## config.mk

```make
export PLATFORM = sky130hd
export DESIGN_NAME = multicycle_controller
export DESIGN_NICKNAME = d
export VERILOG_FILES = /design/src/rtl/multicycle_controller_pkg.sv /design/src/rtl/multicycle_controller_aludec.sv /design/src/rtl/multicycle_controller.sv
export SDC_FILE = /design/constraint.sdc
export NUM_CORES = 1
export LEC_CHECK = 0
export ABC_AREA = 1
export BUFFER_PORTS_ARGS = -buffer_cell sky130_fd_sc_hd__buf_2
export CAP_MARGIN = 20
export CELL_PAD_IN_SITES_DETAIL_PLACEMENT = 0
export CELL_PAD_IN_SITES_GLOBAL_PLACEMENT = 1
export CORE_ASPECT_RATIO = 1.2
export CORE_MARGIN = 5
export CORE_UTILIZATION = 28
export CTS_BUF_LIST = sky130_fd_sc_hd__clkbuf_4 sky130_fd_sc_hd__clkbuf_8 sky130_fd_sc_hd__clkbuf_16
export CTS_CLUSTER_SIZE = 14
export DETAILED_ROUTE_END_ITERATION = 8
export PLACE_DENSITY_LB_ADDON = 0.3
export SKIP_LAST_GASP = 1
export SLEW_MARGIN = 20
export SYNTH_ARGS = -nofsm -noshare
export SYNTH_HDL_FRONTEND = slang
export SYNTH_SLANG_ARGS = --single-unit
```

## constraint.sdc

```tcl
create_clock -name clk -period 3.72 [get_ports clk]
set_input_delay 0.186 -clock clk [delete_from_list [all_inputs] [get_ports clk]]
set_output_delay 0.186 -clock clk [all_outputs]
set_load 0.005 [all_outputs]
```

## src/rtl/multicycle_controller_pkg.sv

```systemverilog
// Shared encodings for the multicycle MIPS controller: FSM states, opcodes,
// functs, ALU op classes and ALU control codes, reused by datapath and bench.
package multicycle_controller_pkg;

  localparam logic [3:0] S_FETCH   = 4'd0;
  localparam logic [3:0] S_DECODE  = 4'd1;
  localparam logic [3:0] S_MEMADR  = 4'd2;
  localparam logic [3:0] S_MEMRD   = 4'd3;
  localparam logic [3:0] S_MEMWB   = 4'd4;
  localparam logic [3:0] S_MEMWR   = 4'd5;
  localparam logic [3:0] S_RTYPEEX = 4'd6;
  localparam logic [3:0] S_RTYPEWB = 4'd7;
  localparam logic [3:0] S_BEQEX   = 4'd8;
  localparam logic [3:0] S_ADDIEX  = 4'd9;
  localparam logic [3:0] S_ADDIWB  = 4'd10;
  localparam logic [3:0] S_JEX     = 4'd11;

  localparam logic [5:0] OP_RTYPE = 6'b000000;
  localparam logic [5:0] OP_LW    = 6'b100011;
  localparam logic [5:0] OP_SW    = 6'b101011;
  localparam logic [5:0] OP_BEQ   = 6'b000100;
  localparam logic [5:0] OP_ADDI  = 6'b001000;
  localparam logic [5:0] OP_J     = 6'b000010;

  localparam logic [5:0] FN_ADD = 6'b100000;
  localparam logic [5:0] FN_SUB = 6'b100010;
  localparam logic [5:0] FN_AND = 6'b100100;
  localparam logic [5:0] FN_OR  = 6'b100101;
  localparam logic [5:0] FN_SLT = 6'b101010;

  localparam logic [1:0] ALUOP_ADD   = 2'b00;
  localparam logic [1:0] ALUOP_SUB   = 2'b01;
  localparam logic [1:0] ALUOP_FUNCT = 2'b10;

  localparam logic [2:0] ALU_AND = 3'b000;
  localparam logic [2:0] ALU_OR  = 3'b001;
  localparam logic [2:0] ALU_ADD = 3'b010;
  localparam logic [2:0] ALU_SUB = 3'b110;
  localparam logic [2:0] ALU_SLT = 3'b111;

endpackage

```

## src/rtl/multicycle_controller_aludec.sv

```systemverilog
// ALU control decode: maps the FSM's aluop class plus the R-type funct field
// onto the 3-bit ALU operation select; purely combinational.
module aludec
  import multicycle_controller_pkg::*;
(
  input  logic [1:0] aluop,
  input  logic [5:0] funct,
  output logic [2:0] alucontrol
);

  always_comb begin
    alucontrol = ALU_ADD;
    case (aluop)
      ALUOP_SUB: alucontrol = ALU_SUB;
      ALUOP_FUNCT: begin
        case (funct)
          FN_ADD:  alucontrol = ALU_ADD;
          FN_SUB:  alucontrol = ALU_SUB;
          FN_AND:  alucontrol = ALU_AND;
          FN_OR:   alucontrol = ALU_OR;
          FN_SLT:  alucontrol = ALU_SLT;
          default: alucontrol = ALU_ADD;
        endcase
      end
      default: alucontrol = ALU_ADD;
    endcase
  end

endmodule

```

## src/rtl/multicycle_controller.sv

```systemverilog
// Moore FSM sequencing a multicycle MIPS datapath (lw/sw/R-type/beq/addi/j);
// one state per clock, instructions take 2-5 clocks, no handshake on inputs.
module multicycle_controller
  import multicycle_controller_pkg::*;
(
  input  logic       clk,
  input  logic       reset,
  input  logic [5:0] op,
  input  logic [5:0] funct,
  input  logic       zero,
  output logic       iord,
  output logic       alusrca,
  output logic       irwrite,
  output logic       memwrite,
  output logic       regwrite,
  output logic       regdst,
  output logic       memtoreg,
  output logic [1:0] alusrcb,
  output logic [1:0] pcsrc,
  output logic [2:0] alucontrol,
  output logic       pcen
);

  logic [3:0] state;
  logic [3:0] state_nxt;
  logic       pcwrite;
  logic       branch;
  logic [1:0] aluop;

  always_ff @(posedge clk or negedge reset) begin
    if (!reset) state <= S_FETCH;
    else        state <= state_nxt;
  end

  always_comb begin
    state_nxt = S_FETCH;
    case (state)
      S_FETCH: state_nxt = S_DECODE;
      S_DECODE: begin
        case (op)
          OP_LW, OP_SW: state_nxt = S_MEMADR;
          OP_RTYPE:     state_nxt = S_RTYPEEX;
          OP_BEQ:       state_nxt = S_BEQEX;
          OP_ADDI:      state_nxt = S_ADDIEX;
          OP_J:         state_nxt = S_JEX;
          default:      state_nxt = S_FETCH;
        endcase
      end
      // op is still held by the instruction register, so it picks lw vs sw here
      S_MEMADR:  state_nxt = (op == OP_SW) ? S_MEMWR : S_MEMRD;
      S_MEMRD:   state_nxt = S_MEMWB;
      S_RTYPEEX: state_nxt = S_RTYPEWB;
      S_ADDIEX:  state_nxt = S_ADDIWB;
      default:   state_nxt = S_FETCH;
    endcase
  end

  always_comb begin
    iord     = 1'b0;
    alusrca  = 1'b0;
    irwrite  = 1'b0;
    memwrite = 1'b0;
    regwrite = 1'b0;
    regdst   = 1'b0;
    memtoreg = 1'b0;
    alusrcb  = 2'b00;
    pcsrc    = 2'b00;
    aluop    = ALUOP_ADD;
    pcwrite  = 1'b0;
    branch   = 1'b0;
    case (state)
      S_FETCH: begin
        alusrcb = 2'b01;
        irwrite = 1'b1;
        pcwrite = 1'b1;
      end
      S_DECODE: alusrcb = 2'b11;
      S_MEMADR, S_ADDIEX: begin
        alusrca = 1'b1;
        alusrcb = 2'b10;
      end
      S_MEMRD: iord = 1'b1;
      S_MEMWB: begin
        memtoreg = 1'b1;
        regwrite = 1'b1;
      end
      S_MEMWR: begin
        iord     = 1'b1;
        memwrite = 1'b1;
      end
      S_RTYPEEX: begin
        alusrca = 1'b1;
        aluop   = ALUOP_FUNCT;
      end
      S_RTYPEWB: begin
        regdst   = 1'b1;
        regwrite = 1'b1;
      end
      S_BEQEX: begin
        alusrca = 1'b1;
        aluop   = ALUOP_SUB;
        pcsrc   = 2'b01;
        branch  = 1'b1;
      end
      S_ADDIWB: regwrite = 1'b1;
      S_JEX: begin
        pcsrc   = 2'b10;
        pcwrite = 1'b1;
      end
      default: ;
    endcase
  end

  assign pcen = pcwrite | (branch & zero);

  aludec u_aludec (
    .aluop      (aluop),
    .funct      (funct),
    .alucontrol (alucontrol)
  );

endmodule
```

==> results.md <==
- Layout Nets: 158
- Top cell by count, worst path: inv_1
- XOR/XNOR Fraction of Synth Area: 0%
- Maximum VDD drop: 0.183 mV
- Critical Path Source Type: flop
- Share of layout cells above drive strength 1: 27.3%
- Top flop regs: state (4)
- Top delay family on crit path: simple AND/OR/NAND/NOR gates
- Count leader, synth: nand2_1
- Register area share after synthesis: 17.9%
- Worst EP required: 3.53 ns
- Syn nets: 123
- Grt met3 use: 2.28%
- Hold crit path type: input port to async pin
- Post-CTS sizing: 0
- Root Buffer: clkbuf_4
- Top Ports: 30
- Most flops, register: state
- TritonCTS buffer count: 3
- Mux cell area share after synthesis: 0%
- Max-cap violations: 0
- Fmax: 447 MHz
- Delay of the slowest critical-path stage: 0.36 ns
- Pin count of the biggest net entering global routing: 8
- Core ar.: 1870 µm²
- Synth Area in Compound Gates: 13.0%
- CTS H-tree depth: 1
- HPWL Detailed: 1260 µm
- Largest family of logic cells by synthesized area: simple AND/OR/NAND/NOR gates
- Post-Layout Inst Area: 761 µm²
- # placed instances: 154
- Area growth from synthesis to layout: 36.0%
- Wire per inst: 8.99 µm
- Top post-synthesis cells by area: nand2_1, inv_1, dfrtp_1
- Skew final: 0.000517 ns
- Slowest cell on the critical path: dfrtp_1
- Period Utilization, post-route: 60.2%
- Die Y: 59.0 µm
- Setup-failing EPs final: 0
- Slew Limit Fails: 0
- Clock sink count: 4
- Simple-gate share of the synthesized area: 46.5%
- Async set-reset flop share out of synthesis: 100%
- Global route overflow: 0
- CP Capture Type: output port
- Area after DPL: 728 µm²
- Number of diodes: 0
- Vias in the first global route: 637
- GRT Util Overall: 9.71%
- Setup WS post-layout: 1.48 ns
- Die footprint: 3000 µm²
- Fin crit period: 2.24 ns
- Initial core utilization: 29.9%
- Commonest cells in the synthesized netlist: nand2_1, inv_1, nor2_1
- DRC: 0
- Non-Filler Instances: 158
- Post-synthesis cell area: 559 µm²
- Crit Path Class: flop to output port
- Row cnt: 17
- Worst-path clk slew: 0.04 ns
- Dpl ws: 1.69 ns
- Global-route wire length before repair: 2370 µm
- RSZ-0062 raised after global routing: no
- GR peak layer: met2
- Setup_tns: 0 ns
- Crit-path cells: inv_1 > nand2_1 > nor2_4 > inv_1 > ha_1 > inv_1 > nand2_1 > nor2_1 > nand3_1 > o22ai_1 > buf_2
- FF-to-FF Start: state[1]
- Pre-Repair DR Iteration Count: 4
- Crit-path max FO: 7
- IO buf count: 29
- Met2 Resource Use GR: 17.7%
- WP buf/inv: 4
- TritonCTS clock tree: yes
- Fin. Hold Viols: 0
- Run status: finished clean
- Post-DRT Antenna Nets: 0
- R2R setup slack: 2.63 ns
- Met1 global-route usage: 10.3%
- Routability cong.: 0.813
- Crit. Startpoint: state[2]
- Worst-Margin Slew: 0.286 ns
- Relative slew slack: 80.9%
- Top cell type by total area after synthesis: nand2_1
- DR iter-0 viols: 7
- Die X-Extent: 50.8 µm
- Yosys top cell area share: 19.5%
- Clock Latency Late Sink: 0.23 ns
- Clock Path Buffers: 2
- Pleak: 0.000492 µW
- Synthesized flop and latch total: 4
- Filler cells: 225
- Synth Instances: 106
- Yosys warnings: 0
- PwrDens: 448 nW/µm²
- Synth Area in Adders: 4.47%
- Post-synth top flop: dfrtp_1
- Initial antenna violation count: 0
- Vias per cell: 4.39
- Syn Area/Cell: 5.28 µm²
- Number of flops mapped to enable cells by yosys: 0
- CP arrival: 2.05 ns
- Largest register FFs: 4
- Distinct cell type count of the synthesized netlist: 15
- Via count: 693
- Routed WL: 1420 µm
-- routing by layer --
layer  vias to the layer above  wire length, µm
met2                        18              700
met5                         -                0
li1                        384                -
met1                       291              622
met4                         0                0
met3                         0               97
-- report_power, final --
group          internal [µW]  total, µW  leakage [µW]  switching (µW)
Combinational           84.6        217      0.000425             133
Clock                   36.0       52.1     0.0000138            16.1
Sequential              56.9       71.0     0.0000531            14.0
Total                    178        340      0.000492             163
-- layout by cell type (no fill, tap or decap), types with 3 or more instances in the layout --
master     n
a21oi_1    3
buf_2     29
clkbuf_4   3
dfrtp_1    4
inv_1     27
nand2_1   29
nand3_1    4
nor2_1    21
o21ai_0    7
-- cell families after synthesis --
kind of cell             Yosys count
AO/OA/AOI/OAI                     13
adder cells (fa/ha/maj)            2
buffers and inverters             27
flip-flops                         4
AND/OR/NAND/NOR                   60
-- timing repair --
| item | CTS | global route |
|---|---|---|
| setup buffers | 0 | 0 |
| endpoints found under the setup margin | 0 | 0 |
| hold buffers | 1 | 0 |
| endpoints found under the hold margin | 4 | 0 |
-- final cells by class --
type / count / area, µm² / area share [%]
Clock buffer: 3 / 22.5 / 2.96
Inverter: 27 / 101 / 13.3
Multi-Input combinational cell: 75 / 358 / 47.0
Sequential cell: 4 / 100 / 13.2
Tap cell: 19 / 23.8 / 3.12
Timing Repair Buffer: 30 / 155 / 20.4
-- metrics by stage --
stage                     power (µW)  util, %  hold slack, ns
final                            340     40.6           0.289
after global routing             385     40.6           0.309
after CTS                        347     40.6           0.288
after detailed placement         292     38.9         -0.0107
after global placement           294     38.9        -0.00987
after floorplan                  211        -          -0.110
-- path summary, 6_finish.rpt --
check                           endpoint  depth (start not counted)
max reg2reg                     state[3]                          7
min                             state[0]                          2
min in group clk                state[2]                          4
min reg2reg                     state[1]                          5
max                        alucontrol[0]                         11
max in group asynchronous       state[1]                          2
No activity file was read; power rests on OpenSTA's default activity.
